===== src/rtl/i2c_target_regfile.sv =====
// I2C target at one 7-bit address fronting a byte register file (pointer write, auto-increment).
// Optional SCL stretching before each read byte is enabled by defining I2C_TARGET_CLK_STRETCH_EN.
module i2c_target_regfile #(
    parameter logic [6:0]  TARGET_ADDR    = 7'h50,
    parameter int unsigned NUM_REGS       = 16,
    parameter int unsigned STRETCH_CYCLES = 32
) (
    input  logic                        clk,
    input  logic                        rst_n,
    input  logic                        scl_in,
    input  logic                        sda_in,
    output logic                        scl_drive,
    output logic                        sda_drive,
    input  logic [$clog2(NUM_REGS)-1:0] host_addr,
    output logic [7:0]                  host_rdata,
    output logic                        wr_strobe,
    output logic [$clog2(NUM_REGS)-1:0] wr_index,
    output logic                        busy
);
    localparam int unsigned IW = $clog2(NUM_REGS);

    if (NUM_REGS < 2 || NUM_REGS > 256 || (NUM_REGS & (NUM_REGS - 1)) != 0 || STRETCH_CYCLES < 1)
    begin : g_bad_params
        $error("i2c_target_regfile: NUM_REGS must be a power of 2 in 2..256, STRETCH_CYCLES >= 1");
    end

    typedef enum logic [3:0] {
        IDLE, ADDR, ADDR_ACK, PTR, PTR_ACK, WDATA, WDATA_ACK, RDATA, RACK
    } state_t;

    state_t          state;
    logic [2:0]      bit_cnt;
    logic            byte_done;
    logic [7:0]      rx_byte;
    logic [7:0]      tx_byte;
    logic            rw;
    logic            rack_nack;
    logic [IW-1:0]   ptr;
    logic [7:0]      regs [NUM_REGS];

    // Two-flop synchronizers; idle-high reset values avoid false edges out of reset.
    logic [1:0] scl_ff, sda_ff;
    logic       scl_prev, sda_prev;
    logic       scl_sync, sda_sync;
    logic       scl_rise, scl_fall, start_det, stop_det;

    always_ff @(posedge clk or negedge rst_n) begin
        if (!rst_n) begin
            scl_ff   <= 2'b11;
            sda_ff   <= 2'b11;
            scl_prev <= 1'b1;
            sda_prev <= 1'b1;
        end else begin
            scl_ff   <= {scl_ff[0], scl_in};
            sda_ff   <= {sda_ff[0], sda_in};
            scl_prev <= scl_ff[1];
            sda_prev <= sda_ff[1];
        end
    end

    assign scl_sync  = scl_ff[1];
    assign sda_sync  = sda_ff[1];
    assign scl_rise  = scl_sync & ~scl_prev;
    assign scl_fall  = ~scl_sync & scl_prev;
    assign start_det = scl_sync & scl_prev & sda_prev & ~sda_sync;
    assign stop_det  = scl_sync & scl_prev & ~sda_prev & sda_sync;

    assign host_rdata = regs[host_addr];

    // Bits are sampled on SCL rise; SDA is only updated on SCL fall so it never moves while SCL is high.
    always_ff @(posedge clk or negedge rst_n) begin
        if (!rst_n) begin
            state     <= IDLE;
            bit_cnt   <= '0;
            byte_done <= 1'b0;
            rx_byte   <= '0;
            tx_byte   <= '0;
            rw        <= 1'b0;
            rack_nack <= 1'b0;
            ptr       <= '0;
            sda_drive <= 1'b1;
            busy      <= 1'b0;
            wr_strobe <= 1'b0;
            wr_index  <= '0;
            for (int i = 0; i < NUM_REGS; i++) regs[i] <= '0;
        end else begin
            wr_strobe <= 1'b0;
            if (stop_det) begin
                state     <= IDLE;
                sda_drive <= 1'b1;
                busy      <= 1'b0;
                bit_cnt   <= '0;
                byte_done <= 1'b0;
            end else if (start_det) begin
                state     <= ADDR;
                sda_drive <= 1'b1;
                bit_cnt   <= '0;
                byte_done <= 1'b0;
            end else if (scl_rise) begin
                if (state inside {ADDR, PTR, WDATA, RDATA}) begin
                    rx_byte <= {rx_byte[6:0], sda_sync};
                    bit_cnt <= bit_cnt + 3'd1;
                    if (bit_cnt == 3'd7) byte_done <= 1'b1;
                end
                if (state == RACK) rack_nack <= sda_sync;
            end else if (scl_fall) begin
                case (state)
                    ADDR: if (byte_done) begin
                        byte_done <= 1'b0;
                        if (rx_byte[7:1] == TARGET_ADDR) begin
                            state     <= ADDR_ACK;
                            sda_drive <= 1'b0;
                            busy      <= 1'b1;
                            rw        <= rx_byte[0];
                        end else begin
                            state <= IDLE;
                        end
                    end
                    ADDR_ACK: if (rw) begin
                        state     <= RDATA;
                        sda_drive <= regs[ptr][7];
                        tx_byte   <= {regs[ptr][6:0], 1'b0};
                    end else begin
                        state     <= PTR;
                        sda_drive <= 1'b1;
                    end
                    PTR: if (byte_done) begin
                        byte_done <= 1'b0;
                        ptr       <= rx_byte[IW-1:0];
                        state     <= PTR_ACK;
                        sda_drive <= 1'b0;
                    end
                    PTR_ACK: begin
                        state     <= WDATA;
                        sda_drive <= 1'b1;
                    end
                    WDATA: if (byte_done) begin
                        byte_done <= 1'b0;
                        regs[ptr] <= rx_byte;
                        wr_strobe <= 1'b1;
                        wr_index  <= ptr;
                        ptr       <= ptr + IW'(1);
                        state     <= WDATA_ACK;
                        sda_drive <= 1'b0;
                    end
                    WDATA_ACK: begin
                        state     <= WDATA;
                        sda_drive <= 1'b1;
                    end
                    RDATA: if (byte_done) begin
                        byte_done <= 1'b0;
                        state     <= RACK;
                        sda_drive <= 1'b1;
                    end else begin
                        sda_drive <= tx_byte[7];
                        tx_byte   <= {tx_byte[6:0], 1'b0};
                    end
                    RACK: if (!rack_nack) begin
                        ptr       <= ptr + IW'(1);
                        sda_drive <= regs[ptr + IW'(1)][7];
                        tx_byte   <= {regs[ptr + IW'(1)][6:0], 1'b0};
                        state     <= RDATA;
                    end else begin
                        state <= IDLE;
                    end
                    default: ;
                endcase
            end
        end
    end

`ifdef I2C_TARGET_CLK_STRETCH_EN
    localparam int unsigned SCW = (STRETCH_CYCLES > 1) ? $clog2(STRETCH_CYCLES) : 1;

    logic [SCW-1:0] stretch_cnt;
    logic           stretch_go;

    // Hold SCL low at the start of each read byte while the first bit settles on SDA.
    assign stretch_go = scl_fall && !start_det && !stop_det &&
                        ((state == ADDR_ACK && rw) || (state == RACK && !rack_nack));

    always_ff @(posedge clk or negedge rst_n) begin
        if (!rst_n) begin
            scl_drive   <= 1'b1;
            stretch_cnt <= '0;
        end else if (stretch_go) begin
            scl_drive   <= 1'b0;
            stretch_cnt <= SCW'(STRETCH_CYCLES - 1);
        end else if (!scl_drive) begin
            if (stretch_cnt == '0) scl_drive <= 1'b1;
            else                   stretch_cnt <= stretch_cnt - SCW'(1);
        end
    end
`else
    assign scl_drive = 1'b1;
`endif

endmodule


===== config.mk =====
export PLATFORM = sky130hd
export DESIGN_NAME = i2c_target_regfile
export DESIGN_NICKNAME = d
export VERILOG_FILES = /design/src/rtl/i2c_target_regfile.sv
export SDC_FILE = /design/constraint.sdc
export NUM_CORES = 1
export LEC_CHECK = 0
export CAP_MARGIN = 15
export CORE_UTILIZATION = 63
export CTS_CLUSTER_SIZE = 16
export DETAILED_ROUTE_END_ITERATION = 10
export HOLD_SLACK_MARGIN = 0.03
export PLACE_DENSITY = 0.88
export SLEW_MARGIN = 10
export SYNTH_ARGS = -nofsm -noshare
export SYNTH_HDL_FRONTEND = slang
export SYNTH_SLANG_ARGS = --single-unit

===== constraint.sdc =====
create_clock -name clk -period 3.95 [get_ports clk]
set_input_delay 0.395 -clock clk [delete_from_list [all_inputs] [get_ports clk]]
set_output_delay 0.395 -clock clk [all_outputs]
set_load 0.05 [all_outputs]

---- After elaboration in Yosys (flattened, before gate mapping) ----
Cells that the tools add are included.
operators by class
  add/sub/neg operators ................... 2
  magnitude comparators ................... 4
  equal/unequal tests ..................... 27
  mux-type cells .......................... 67
  bitwise logic cells ..................... 17
  reductions and logical operators ........ 29
operators with widths
  operator                                                                 count
  128-bit bitwise mux                                                      1
  8-bit binary-select mux with 4-bit select                                3
  8-bit two-way mux                                                        10
  4-bit two-way mux                                                        11
  8-bit demux with 4-bit select                                            1
  1-bit two-way mux                                                        30
  4-bit one-hot mux with 7 select lines                                    1
  8-bit one-hot mux with 3 select lines                                    1
  7-bit AND reduction                                                      3
  4-bit inequality test, second input constant                             5
  3-bit two-way mux                                                        6
  4-bit by 3-bit == test with 1-bit output, second input constant          4
  8-bit AND reduction                                                      2
  5-bit greater-or-equal comparator, second input constant                 3
  4-bit inverter with 5-bit output                                         3
  3-bit nonzero test                                                       5
  4-bit by 1-bit inequality test with 1-bit output, second input constant  3
  4-bit one-hot mux with 3 select lines                                    1
  4-bit AND reduction                                                      3
  6-bit AND reduction                                                      2
  4-bit nonzero test                                                       3
  2-bit inequality test, second input constant                             5
  9-bit nonzero test                                                       1
  4-bit by 2-bit == test with 1-bit output, second input constant          2
  other kinds (20)                                                         37
storage, ports and cells
  register bits after elaboration ......... 171
  output and inout bits ................... 16
  logic and storage cells ................. 178

---- Depth between registers and ports, before layout ----
Gate-level depths: netlist (run 1).
  depth after elaboration ................. 11
  gate-level depth with buffers ........... 13

---- Least setup slack after synthesis (run 1) ----
OpenSTA, ideal clock, no wires.
  path type ............................... register to register
  start point ............................. register ptr[0]
  end point ............................... register tx_byte[6]
  library setup time ...................... 128 ps
  arrival ................................. 2,755 ps
  data required time ...................... 3,822 ps
  path slack .............................. 1,066 ps
  stages on the path, launching flop included .. 12
  path buffers ............................ 5
  period minus slack after synthesis ...... 2,884 ps
  cell sequence ........................... dfrtp_1 -> buf_2 -> buf_2 -> buf_2 -> inv_1 -> ha_1 -> buf_4 -> buf_2 -> mux4_2 -> mux2_2 -> o211ai_1 -> a21oi_1
on the way
  longest elaborated chain between the ends .. 7
  elaborated cells between the ends (all ways) .. 12
  those cells by class .................... add/sub: 1; mux: 9; bitwise: 2
RTL lines
  what                                                    line  text
  start, declared                                         38    logic [IW-1:0] ptr;
  start signal, assigned                                  129   ptr <= rx_byte[IW-1:0];
  start signal, assigned                                  142   ptr <= ptr + IW'(1);
  start signal, assigned                                  159   ptr <= ptr + IW'(1);
  4-bit by 1-bit adder with 4-bit output                  161   tx_byte <= {regs[ptr + IW'(1)][6:0], 1'b0};
  4-bit inverter with 5-bit output (implied by the code)  161
  8-bit binary-select mux with 4-bit select               161
  8-bit two-way mux (implied by the code) (2 in a row)    161
  8-bit two-way mux                                       158   RACK: if (!rack_nack) begin
  8-bit one-hot mux with 3 select lines (*)               107   case (state)
  end signal, assigned                                    122   tx_byte <= {regs[ptr][6:0], 1'b0};
  end signal, assigned                                    156   tx_byte <= {tx_byte[6:0], 1'b0};
  end signal, assigned                                    161
  end, declared                                           35    logic [7:0] tx_byte;
Every way passes the cells marked *; elsewhere a longest branch is shown, timed or not. The select of a mux whose other input is x is not followed.
A chain may end at the register's enable or synchronous reset.

---- Worst setup path in the final report (run 1) ----
  start point ............................. register state[3]
  end point ............................... register tx_byte[1]
on the way
  longest elaborated chain between the ends .. 3
  elaborated cells between the ends (all ways) .. 9
  those cells by class .................... eq/ne: 6; mux: 1; reduce/logical: 2
RTL lines
  what                                                                   line  text
  start, declared                                                        31    state_t state;
  start signal, assigned                                                 73    state <= IDLE;
  start signal, assigned                                                 89    state <= IDLE;
  start signal, assigned                                                 95    state <= ADDR;
  4-bit == test, or another cell as far along                            107
  2-bit inequality test (no line) or 3-bit nonzero test (tied branches)  --
  8-bit AND reduction (no line)                                          --
Several ways; a longest one is shown, not always the timed one.

==> results of run 1 <==
[where the power goes]
part | switching (mW) | total [mW] | internal [mW]
registers | 0.0392 | 1.79 | 1.76
clock network | 0.746 | 1.77 | 1.02
logic | 0.0912 | 0.139 | 0.0473
total | 0.876 | 3.70 | 2.83
[cell usage in the layout, fill, tap and decap left out, drive strengths merged, types with 2 or more instances in the layout]
master	synthesis	routed
dfrtp	163	163
mux2	157	157
mux4	101	101
nor2	51	51
nand2	27	27
nand3	25	25
mux2i	24	24
buf	36	22
a21oi	20	20
clkbuf	29	18
o21ai	16	16
inv	10	16
clkdlybuf4s50	0	12
ha	9	9
o211ai	8	8
nor4	7	7
dfstp	7	7
nor2b	6	6
nand2b	5	5
nor3	5	5
xor2	4	4
a211oi	3	3
a31oi	3	3
bufinv	0	3
clkinv	0	3
nand3b	2	2
nand4bb	2	2
nor3b	2	2
o22ai	2	2
and3	2	2
or3	2	2
a22oi	2	2
o32a	2	2
clkinvlp	0	2
nor4b	2	2
or2	2	2
[layer usage]
metal / vias up / share of wire (%)
met5: - / 0
met4: 0 / 4.9
met3: 109 / 11
met2: 511 / 49
met1: 3612 / 36
li1: 2860 / -
[through the flow]
| stage | instance area (sq um) | utilization [%] | worst slack [ns] | hold WS [ns] |
|---|---|---|---|---|
| 4_1_cts | 11300 | 70.7 | 1.03 | 0.143 |
| 2_1_floorplan | 10400 | - | 1.07 | 0.0994 |
| 3_3_place_gp | 10700 | 66.8 | 1.14 | 0.347 |
| 3_5_place_dp | 10700 | 66.8 | 1.04 | 0.347 |
| 6_report | 11300 | 70.7 | 0.788 | 0.0984 |
| 5_1_grt | 11300 | 70.7 | 0.816 | 0.190 |
[registers in the layout, indices dropped and copies added (netlist names), 2 cells and up]
name and cells:
ptr 4, state 4, scl_ff 2, bit_cnt 3, rx_byte 8, tx_byte 7, sda_ff 2, wr_index 4
regs 128
[kinds of logic (layout without fill, tap and decap cells)]
logic type | Yosys count | count (layout) | share of synthesized area, %
compound gates | 62 | 62 | 3.68
xor+xnor | 5 | 5 | 0.421
fa+ha+maj | 9 | 9 | 1.08
buf+inv | 75 | 76 | 3.38
flops | 170 | 170 | 41.0
mux | 282 | 282 | 41.2
other cells | 1 | 1 | 0.0361
simple gates | 145 | 145 | 9.16
[final cells by class]
type                            instances  area, sq um
Multi-Input combinational cell        504         5790
Fill cell                            1037         4690
Sequential cell                       170         4270
Clock buffer                           18          439
Timing Repair Buffer                   34          324
Tap cell                              216          270
Clock inverter                         14          179
Inverter                               10         37.5
[path summary, 6_finish.rpt]
kind | depth (start not counted) | slack, ns | startpoint | to
max in group asynchronous | 2 | 2.98 | rst_n | scl_prev$_DFF_PN1_
min in group clk | 0 | 0.36 | sda_ff[0]$_DFF_PN1_ | sda_ff[1]$_DFF_PN1_
hold / removal | 1 | 0.1 | rst_n | bit_cnt[0]$_DFFE_PN0P_
hold reg to reg | 0 | 0.36 | sda_ff[0]$_DFF_PN1_ | sda_ff[1]$_DFF_PN1_
setup / recovery | 7 | 0.79 | state[3]$_DFFE_PN0P_ | tx_byte[1]$_DFFE_PN0P_
setup reg to reg | 7 | 0.79 | state[3]$_DFFE_PN0P_ | tx_byte[1]$_DFFE_PN0P_
==> summary.md, run 1 <==
| Metric | Value |
|---|---|
| Outcome | `finished clean` |
| Most crowded layer after global routing | `met2` |
| Cell family with the largest share of critical-path delay | `compound AO/OA/AOI/OAI gates` |
| Total length of routed wires | `around 27000 um` |
| Fmax achieved | `316 MHz` |
| Met3 Usage GRT | `a little over a tenth` |
| Number of hold buffers added after cts | `0` |
| Cell types with the largest area share after synthesis | `dfrtp_1, mux4_2, mux2_2` |
| Post-DP HPWL | `~17000 um` |
| Ys async rst share | `between 90% and 100%` |
| Number of global-route vias before repair | `roughly 7400` |
| Layout cells sized above 1 | `a little under half` |
| Antenna violations before repair | `0` |
| Die Footprint | `17000 sq um` |
| Arrival time worst endpoint | `between 3 and 4 ns` |
| Post-Syn Nets | `about 770` |
| Largest fanout of any net on the critical path | `21` |
| Share of Yosys cell area claimed by the top area cell type | `about two fifths` |
| Worst Tran Pin Value | `1.11 ns` |
| Io pins | `24` |
| Synthesized cell area | `10400 sq um` |
| Final critical-path required period | `around 3.2 ns` |
| H-tree Lvls | `4` |
| Final clock period utilization by the worst path | `between 80% and 90%` |
| Post-Syn Instances | `749` |
| Met2 Track Usage GR | `a little over half` |
| YS warnings | `0` |
| Seq cells post-synth | `170` |
| Total power | `approximately 3.7 mW` |
| Vias post-DR | `~7100` |
| Final setup vio count | `0` |
| Overall die width | `130 um` |
| Max Cap Violations | `0` |
| RSZ-0062 raised after global routing | `no` |
| Post-route ant nets | `0` |
| Power density over the cells | `approximately 330 nW/um^2` |
| Via density per instance | `7.34` |
| Total Nets Final | `roughly 750` |
| Drt first-iter violations | `roughly 890` |
| Global-route wire length before repair | `approximately 42000 um` |
| Placer's final routability congestion estimate | `between 0.8 and 0.9` |
| Worst slew slack as a fraction of its limit | `approximately a quarter` |
| Cell with the largest stage delay on the worst path | `a21oi_1` |
| Most instantiated cells after synthesis | `dfrtp_1, mux2_2, mux4_2` |
| Number of rows in the core area | `46` |
| Clock insertion delay at the later pin of the skew report | `0.44 ns` |
| Port Buffer Count | `22` |
| Most numerous cell in the Yosys netlist | `dfrtp_1` |
| Routed wirelength normalized by instance count | `~28 um` |
| Maximum cell stage delay along the critical path | `1.04 ns` |
| Setup fix buffers added after clock tree synthesis | `0` |
| Final Non-Filler Cells | `between 900 and 1000` |
| Clock sink count | `170` |
| Total routing usage reported by global routing | `between 30 and 40%` |
| Data required time of the worst path | `about 4.3 ns` |
| Largest area contributor in the netlist | `dfrtp_1` |
| Diodes inserted | `0` |
| Setup clock skew after layout | `0.0120 ns` |
| First-pass iteration count of the detailed router | `5` |
| Grt met1 use | `43.8%` |
| Cells along the critical path | `nor4b_2 > buf_4 > nand2_1 > o211ai_1 > a21oi_1 > nor2_1 > a31oi_1` |
| Largest net degree at the start of global routing | `117` |
| Worst IR drop on VDD | `roughly 0.5 mV` |
| Area of the core region | `about 16000 sq um` |
| Fraction of the yosys area taken by sequential cells | `around 40%` |
| Total buffers and inverters traversed by the critical path | `1` |
| Clock Tree Buf Depth | `2` |
| Sum of overflow across all layers after global routing | `0` |
| Clock tree from TritonCTS | `built` |
| Post-placement cell count | `a little over 900` |
| EDFF count, synth | `0` |
| Number of clock buffers inserted by TritonCTS | `17` |
| Area overhead of the layout relative to synthesis | `8.84%` |
| Critical path type | `reg2reg` |
| Final hold violation count | `0` |
| Worst hold path class | `in2async` |
| Clock root buffer | `clkbuf_16` |
| Static leakage power | `roughly 5 nW` |
| Residual DRC | `0` |
| Final Slew Violations | `0` |
| Cell variety after synth | `just under 60` |
| Worst setup EP type | `flop` |
| CP Launch Type | `flop` |
| Sum of negative setup slack | `0 ns` |
| PostCTS Resize Cnt | `0` |
| Clock slew seen by the registers of the worst setup and hold paths | `0.07 ns` |
| Per-instance average area after synthesis | `13.9 sq um` |
| Prevailing post-synth register cell | `dfrtp_1` |
| Die boundary height | `approximately 130 um` |
| Initial cell density of the core | `65.0%` |
Power figures use the tool's default switching activity.
==> run 2: changes to the inputs <==
CORE_UTILIZATION = 57   (was 63)
PLACE_DENSITY = 0.84   (was 0.88)
clock period = 2.58 ns   (was 3.95 ns; I/O delays follow)
==> run 2 against run 1 <==
  * Non-clock buffer count grew 32
  * Clock-buffer cell count grew 7
  * Critical endpoint is now tx_byte[6]$_DFFE_PN0P_
  * Register-to-register slack lost 0.66 ns
  * Final area grew 2.8%
  * Combinational power grew 73%
  * Core utilization shrank 5.7 points
  * Clock skew shrank 0.00096 ns
  * Global-route usage shrank 2.8 points
  * First-iteration DRC count shrank 10%
  * Sequential share of layout area shrank 1.0 points
  * Hold slack gained 0.12 ns
==> summary.md, run 2 (synthesis gave the netlist of run 1 again) <==
| Metric | Value |
|---|---|
| Outcome | `finished clean` |
| Clock sink count | `170` |
| Number of flip-flops in the largest register | `approximately 130` |
| Via density per instance | `just over 7` |
| Port Buffer Count | `22` |
| Worst reg2reg startpoint | `ptr[0]$_DFFE_PN0P_` |
| Startpoint of the lowest-slack hold path | `sda_in` |
| Routed wirelength normalized by instance count | `27.6 um` |
| Clock insertion delay at the later pin of the skew report | `around 0.44 ns` |
| Layout cells sized above 1 | `48.3%` |
| Number of global-route vias before repair | `7306` |
| Largest fanout of any net on the critical path | `26` |
| Instance count along the most critical hold path | `1` |
| Overall die width | `about 140 um` |
| Vias post-DR | `7155` |
| Placer's final routability congestion estimate | `0.908` |
| Worst hold path class | `in2reg` |
| Setup clock skew after layout | `around 0.011 ns` |
| Area overhead of the layout relative to synthesis | `11.9%` |
| Data required time of the worst path | `2.89 ns` |
| Number of rows in the core area | `a little under 50` |
| Register-to-register setup slack | `~0.12 ns` |
| Total power | `5.55 mW` |
| Sum of overflow across all layers after global routing | `0` |
| Worst slew slack as a fraction of its limit | `approximately half` |
| Worst Tran Pin Value | `between 0.7 and 0.8 ns` |
| Arrival time worst endpoint | `2.77 ns` |
| Most common cell after layout, fill and taps aside | `dfrtp_1` |
| Sum of negative setup slack | `0 ns` |
| Worst setup EP type | `flop` |
| Clock Tree Buf Depth | `2` |
| Worst hold slack across all endpoints | `about 0.22 ns` |
| Total routing usage reported by global routing | `about a third` |
| Die boundary height | `between 100 and 150 um` |
| Global-route wire length before repair | `approximately 43000 um` |
| Largest registers | `regs x128, rx_byte x8, tx_byte x7` |
| Antenna violations before repair | `0` |
| Final clock period utilization by the worst path | `95.2%` |
| Top library cells by usage in the layout, fill and taps aside | `dfrtp_1, mux2_2, mux4_2, nor2_1, buf_4` |
| Largest net degree at the start of global routing | `a little under 70` |
| Total length of routed wires | `around 28000 um` |
| RSZ-0062 raised after global routing | `no` |
| Fmax achieved | `between 400 and 500 MHz` |
| Drt first-iter violations | `~800` |
| Fill cell count | `1225` |
| Clock slew seen by the registers of the worst setup and hold paths | `about 0.06 ns` |
| Clock tree from TritonCTS | `built` |
| Worst IR drop on VDD | `0.541 mV` |
| H-tree Lvls | `4` |
| Static leakage power | `slightly above 5 nW` |
| First-pass iteration count of the detailed router | `5` |
| Number of clock buffers inserted by TritonCTS | `17` |
| Power density over the cells | `477 nW/um^2` |
| Reg2reg end | `tx_byte[6]$_DFFE_PN0P_` |
| Post-route ant nets | `0` |
| Post-DP HPWL | `17600 um` |
| Cell depth of the worst flop-to-flop path | `7` |
| Io pins | `24` |
| Critical path type | `reg2reg` |
| Hold-critical path endpoint | `sda_ff[0]$_DFF_PN1_` |
| Initial cell density of the core | `about three fifths` |
| Clock root buffer | `clkbuf_16` |
| Register name with the most flops | `regs` |
| Residual DRC | `0` |
| Final Slew Violations | `0` |
| Max Cap Violations | `0` |
| Die Footprint | `18800 sq um` |
| Diodes inserted | `0` |
| Final hold violation count | `0` |
| Final setup vio count | `0` |
| CP Launch Type | `flop` |
| Total Nets Final | `around 790` |
| Final critical-path required period | `approximately 2.5 ns` |
| Area of the core region | `17900 sq um` |
-- run 2: changes by cell type in the layout (fill, tap and decap cells not counted), sizes merged --
cell / before / now
clkbuf: 18 / 26
bufinv: 3 / 1
dlygate4sd3: 0 / 1
inv: 16 / 13
clkinvlp: 2 / 1
buf: 22 / 52
clkinv: 3 / 2
-- run 2: through the flow --
| stage | setup WS (ns) | utilization, % | instance area (sq um) | cells |
|---|---|---|---|---|
| after floorplan | 0.0147 | - | 10400 | 749 |
| after global placement | 0.200 | 61.4 | 11000 | 977 |
| after detailed placement | 0.125 | 61.4 | 11000 | 977 |
| after CTS | 0.110 | 64.8 | 11600 | 1010 |
| after global routing | 0.00118 | 65.0 | 11600 | 1011 |
| final | 0.123 | 65.0 | 11600 | 1011 |
-- run 2: worst max-delay path, cell delays in order, from the launching register on --
cell and delay, ns:
dfrtp_4 0.40, buf_4 0.34, buf_16 0.26, mux4_2 0.55, mux2i_1 0.19, nor2_1 0.07, nor4_1 0.36, a21oi_1 0.12
-- run 2: worst max path at each step --
stage	endpoint	startpoint
after detailed placement	tx_byte[1]$_DFFE_PN0P_	ptr[0]$_DFFE_PN0P_
after CTS	tx_byte[6]$_DFFE_PN0P_	ptr[0]$_DFFE_PN0P_
after global routing	tx_byte[5]$_DFFE_PN0P_	ptr[1]$_DFFE_PN0P_
after global placement	tx_byte[1]$_DFFE_PN0P_	ptr[0]$_DFFE_PN0P_
after floorplan	sda_drive$_DFFE_PN1P_	ptr[0]$_DFFE_PN0P_
final	tx_byte[6]$_DFFE_PN0P_	ptr[0]$_DFFE_PN0P_
-- run 2: report_power, final --
part | internal (mW) | switching (mW) | total (mW)
Sequential | 2.69 | 0.0468 | 2.74
Combinational | 0.0882 | 0.152 | 0.241
Clock | 1.49 | 1.08 | 2.58
Total | 4.27 | 1.28 | 5.55
-- run 2: metal layers --
layer / share of wire (%) / up-vias / wire length [um] / GRT usage (%)
met2: 48 / 450 / 13500 / 48.0
met1: 38 / 3692 / 10500 / 41.5
met5: 0 / - / 0 / 0
met3: 9.6 / 101 / 2680 / 9.59
li1: - / 2912 / - / -
met4: 4.5 / 0 / 1260 / 16.1
-- run 2: layout make-up --
| class | instances | area, sq um | share of cell area (%) |
|---|---|---|---|
| flip-flops and latches | 170 | 4270 | 36.7 |
| multi-input cells | 504 | 5790 | 49.8 |
| clock buffers | 25 | 515 | 4.43 |
| well taps | 229 | 287 | 2.46 |
| inverters | 10 | 37.5 | 0.323 |
| repair buffers | 66 | 654 | 5.63 |
| clock inverters | 7 | 77.6 | 0.667 |
-- run 2: timing repair --
item                                    in CTS  in global routing
hold buffers                                 1                  0
endpoints found under the setup margin       0                  1
gates resized for setup                      0                  1
setup buffers                                0                  0
endpoints found under the hold margin       35                  0
==> run 3: changes to the inputs <==
CORE_UTILIZATION = 55   (was 57)
CTS_BUF_LIST = sky130_fd_sc_hd__clkbuf_8 sky130_fd_sc_hd__clkbuf_16   (was default)
GPL_ROUTABILITY_DRIVEN = 0   (was default)
PLACE_DENSITY = 0.82   (was 0.84)
==> run 3 against run 2 <==
  * Die area grew 3.6%
  * Wire length down 3.0%
  * Maximum frequency increased by 2.0%
  * Via count rose by 2.3%
  * Sequential power barely moved
  * Highest routed layer unchanged
  * Clock-buffer cell count fell by 6
  * Combinational power grew 2%
  * Flip-flop and latch count unchanged
==> summary.md, run 3 (synthesis gave the netlist of run 1 again) <==
| Metric | Value |
|---|---|
| Outcome | `finished clean` |
| Fmax achieved | `415 MHz` |
| Worst setup EP type | `output pin` |
| Total length of routed wires | `27100 um` |
| Fill cell count | `1268` |
| Post-placement cell count | `roughly 980` |
| Sum of overflow across all layers after global routing | `0` |
| Post-DP HPWL | `around 17000 um` |
| Clock tree from TritonCTS | `built` |
| Post-route ant nets | `0` |
| Number of global-route vias before repair | `7480` |
| Initial cell density of the core | `between 50% and 60%` |
| Clock insertion delay at the later pin of the skew report | `0.44 ns` |
| Area of the core region | `approximately 18000 sq um` |
| Layout cells sized above 1 | `between 40% and 50%` |
| Final setup vio count | `0` |
| Port Buffer Count | `22` |
| Clock Tree Buf Depth | `2` |
| Total Nets Final | `between 700 and 800` |
| Residual DRC | `0` |
| Vias post-DR | `7316` |
| Combined area of the multi-input logic cells | `just under 6000 sq um` |
| Sum of negative setup slack | `0 ns` |
| Die Footprint | `slightly below 20000 sq um` |
| Most common cell after layout, fill and taps aside | `dfrtp_1` |
| Largest registers | `regs x128, rx_byte x8, tx_byte x7` |
| Final Non-Filler Cells | `~1000` |
| Drt first-iter violations | `796` |
| Setup fix buffers added after clock tree synthesis | `0` |
| Number of flip-flops in the largest register | `approximately 130` |
| Worst slew slack as a fraction of its limit | `approximately a third` |
| Core Util, Final | `between 60% and 70%` |
| Power density over the cells | `490 nW/um^2` |
| Clock root buffer | `clkbuf_16` |
| CP Launch Type | `flop` |
| Critical path type | `reg2out` |
| Max Cap Violations | `0` |
| Final Slew Violations | `0` |
| Io pins | `24` |
| Sequential Area | `around 4300 sq um` |
| Worst Tran Pin Value | `around 0.98 ns` |
| Setup clock skew after layout | `0.00954 ns` |
| Overall die width | `approximately 140 um` |
| Area overhead of the layout relative to synthesis | `11.7%` |
| Final critical-path required period | `approximately 2.4 ns` |
| Number of clock buffers inserted by TritonCTS | `17` |
| Routed wirelength normalized by instance count | `roughly 27 um` |
| Register name with the most flops | `regs` |
| Die boundary height | `about 140 um` |
| Global-route wire length before repair | `around 43000 um` |
| Cells along the critical path | `mux4_2 > mux4_2 > buf_4` |
| Final clock period utilization by the worst path | `93.3%` |
| Via density per instance | `around 7.3` |
| First-pass iteration count of the detailed router | `5` |
| Clock sink count | `170` |
| Maximum cell stage delay along the critical path | `0.55 ns` |
| Worst hold path class | `in2reg` |
| Total power | `5.68 mW` |
| Worst IR drop on VDD | `just under 0.5 mV` |
| Largest net degree at the start of global routing | `72` |
| Antenna violations before repair | `0` |
| Diodes inserted | `0` |
| RSZ-0062 raised after global routing | `no` |
| Worst hold slack across all endpoints | `about 0.23 ns` |
| Total routing usage reported by global routing | `29.8%` |
| Top library cells by usage in the layout, fill and taps aside | `dfrtp_1, mux2_2, mux4_2, nor2_1, buf_4` |
| Data required time of the worst path | `between 2 and 2.5 ns` |
| Clock slew seen by the registers of the worst setup and hold paths | `around 0.070 ns` |
| Number of rows in the core area | `49` |
| Cell with the largest stage delay on the worst path | `mux4_2` |
| Final hold violation count | `0` |
| Largest fanout of any net on the critical path | `4` |
| Static leakage power | `5.10 nW` |
| Arrival time worst endpoint | `between 2 and 2.5 ns` |
| H-tree Lvls | `4` |
| Cell seen most often among critical-path stages | `mux4_2` |
## run 3: cell count changes in the layout (fill, tap and decap cells not counted), moves of 2 or more
| cell | before | now |
|---|---|---|
| clkinv_4 | 1 | 4 |
| clkbuf_8 | 6 | 2 |
| clkbuf_1 | 2 | 0 |
| bufinv_16 | 1 | 3 |
## run 3: cell type report
class / count / area share (%)
Sequential cell: 170 / 36.7
Inverter: 10 / 0.323
Clock inverter: 11 / 1.39
Multi-Input combinational cell: 504 / 50.0
Timing Repair Buffer: 65 / 5.17
Tap cell: 229 / 2.47
Clock buffer: 19 / 3.90
## run 3: timing repair
action | CTS | global route
resized for setup | 0 | 2
hold buffers | 1 | 0
setup endpoints to repair | 0 | 5
hold endpoints to repair | 66 | 0
## run 3: metrics by stage
stage,worst slack (ns),cell area [sq um]
global placement,0.158,11000
global route,0.0563,11600
finish,0.172,11600
CTS,0.0754,11600
floorplan,0.0147,10400
detailed placement,0.0994,11000
## run 3: layer usage
layer  share of wire (%)  track usage (%)  wire, um  vias up
li1                    -                -         -     2918
met1                  39             39.2     10600     3762
met2                  47             45.1     12700      502
met3                 8.6             7.16      2320      134
met4                 5.6             18.4      1530        0
met5                   0                0         0        -
## run 3: worst max-delay path: cells and delay by family (launching register included)
kind                   cells  cell delay [ns]
buffers and inverters      1             0.22
muxes                      2             1.05
DFF                        1             0.44
## run 3: path summary, 6_finish.rpt
check,from,to,slack (ns),cells after the start
min in group asynchronous,rst_n,wr_strobe$_DFF_PN0_,0.40,2
worst max register to register,ptr[1]$_DFFE_PN0P_,tx_byte[7]$_DFFE_PN0P_,0.19,7
max in group asynchronous,rst_n,regs[53]$_DFFE_PN0P_,1.33,3
worst max-delay path,regs[7]$_DFFE_PN0P_,host_rdata[7],0.17,3
worst min-delay path,scl_in,scl_ff[0]$_DFF_PN1_,0.23,1
worst min register to register,sda_ff[0]$_DFF_PN1_,sda_ff[1]$_DFF_PN1_,0.36,0
## run 3: power breakdown
| part | internal [mW] | switching [mW] | total [mW] | leakage, nW |
|---|---|---|---|---|
| logic | 0.0896 | 0.156 | 0.245 | 2.45 |
| clock network | 1.58 | 1.12 | 2.71 | 0.298 |
| registers | 2.69 | 0.0458 | 2.73 | 2.35 |
| total | 4.36 | 1.32 | 5.68 | 5.10 |
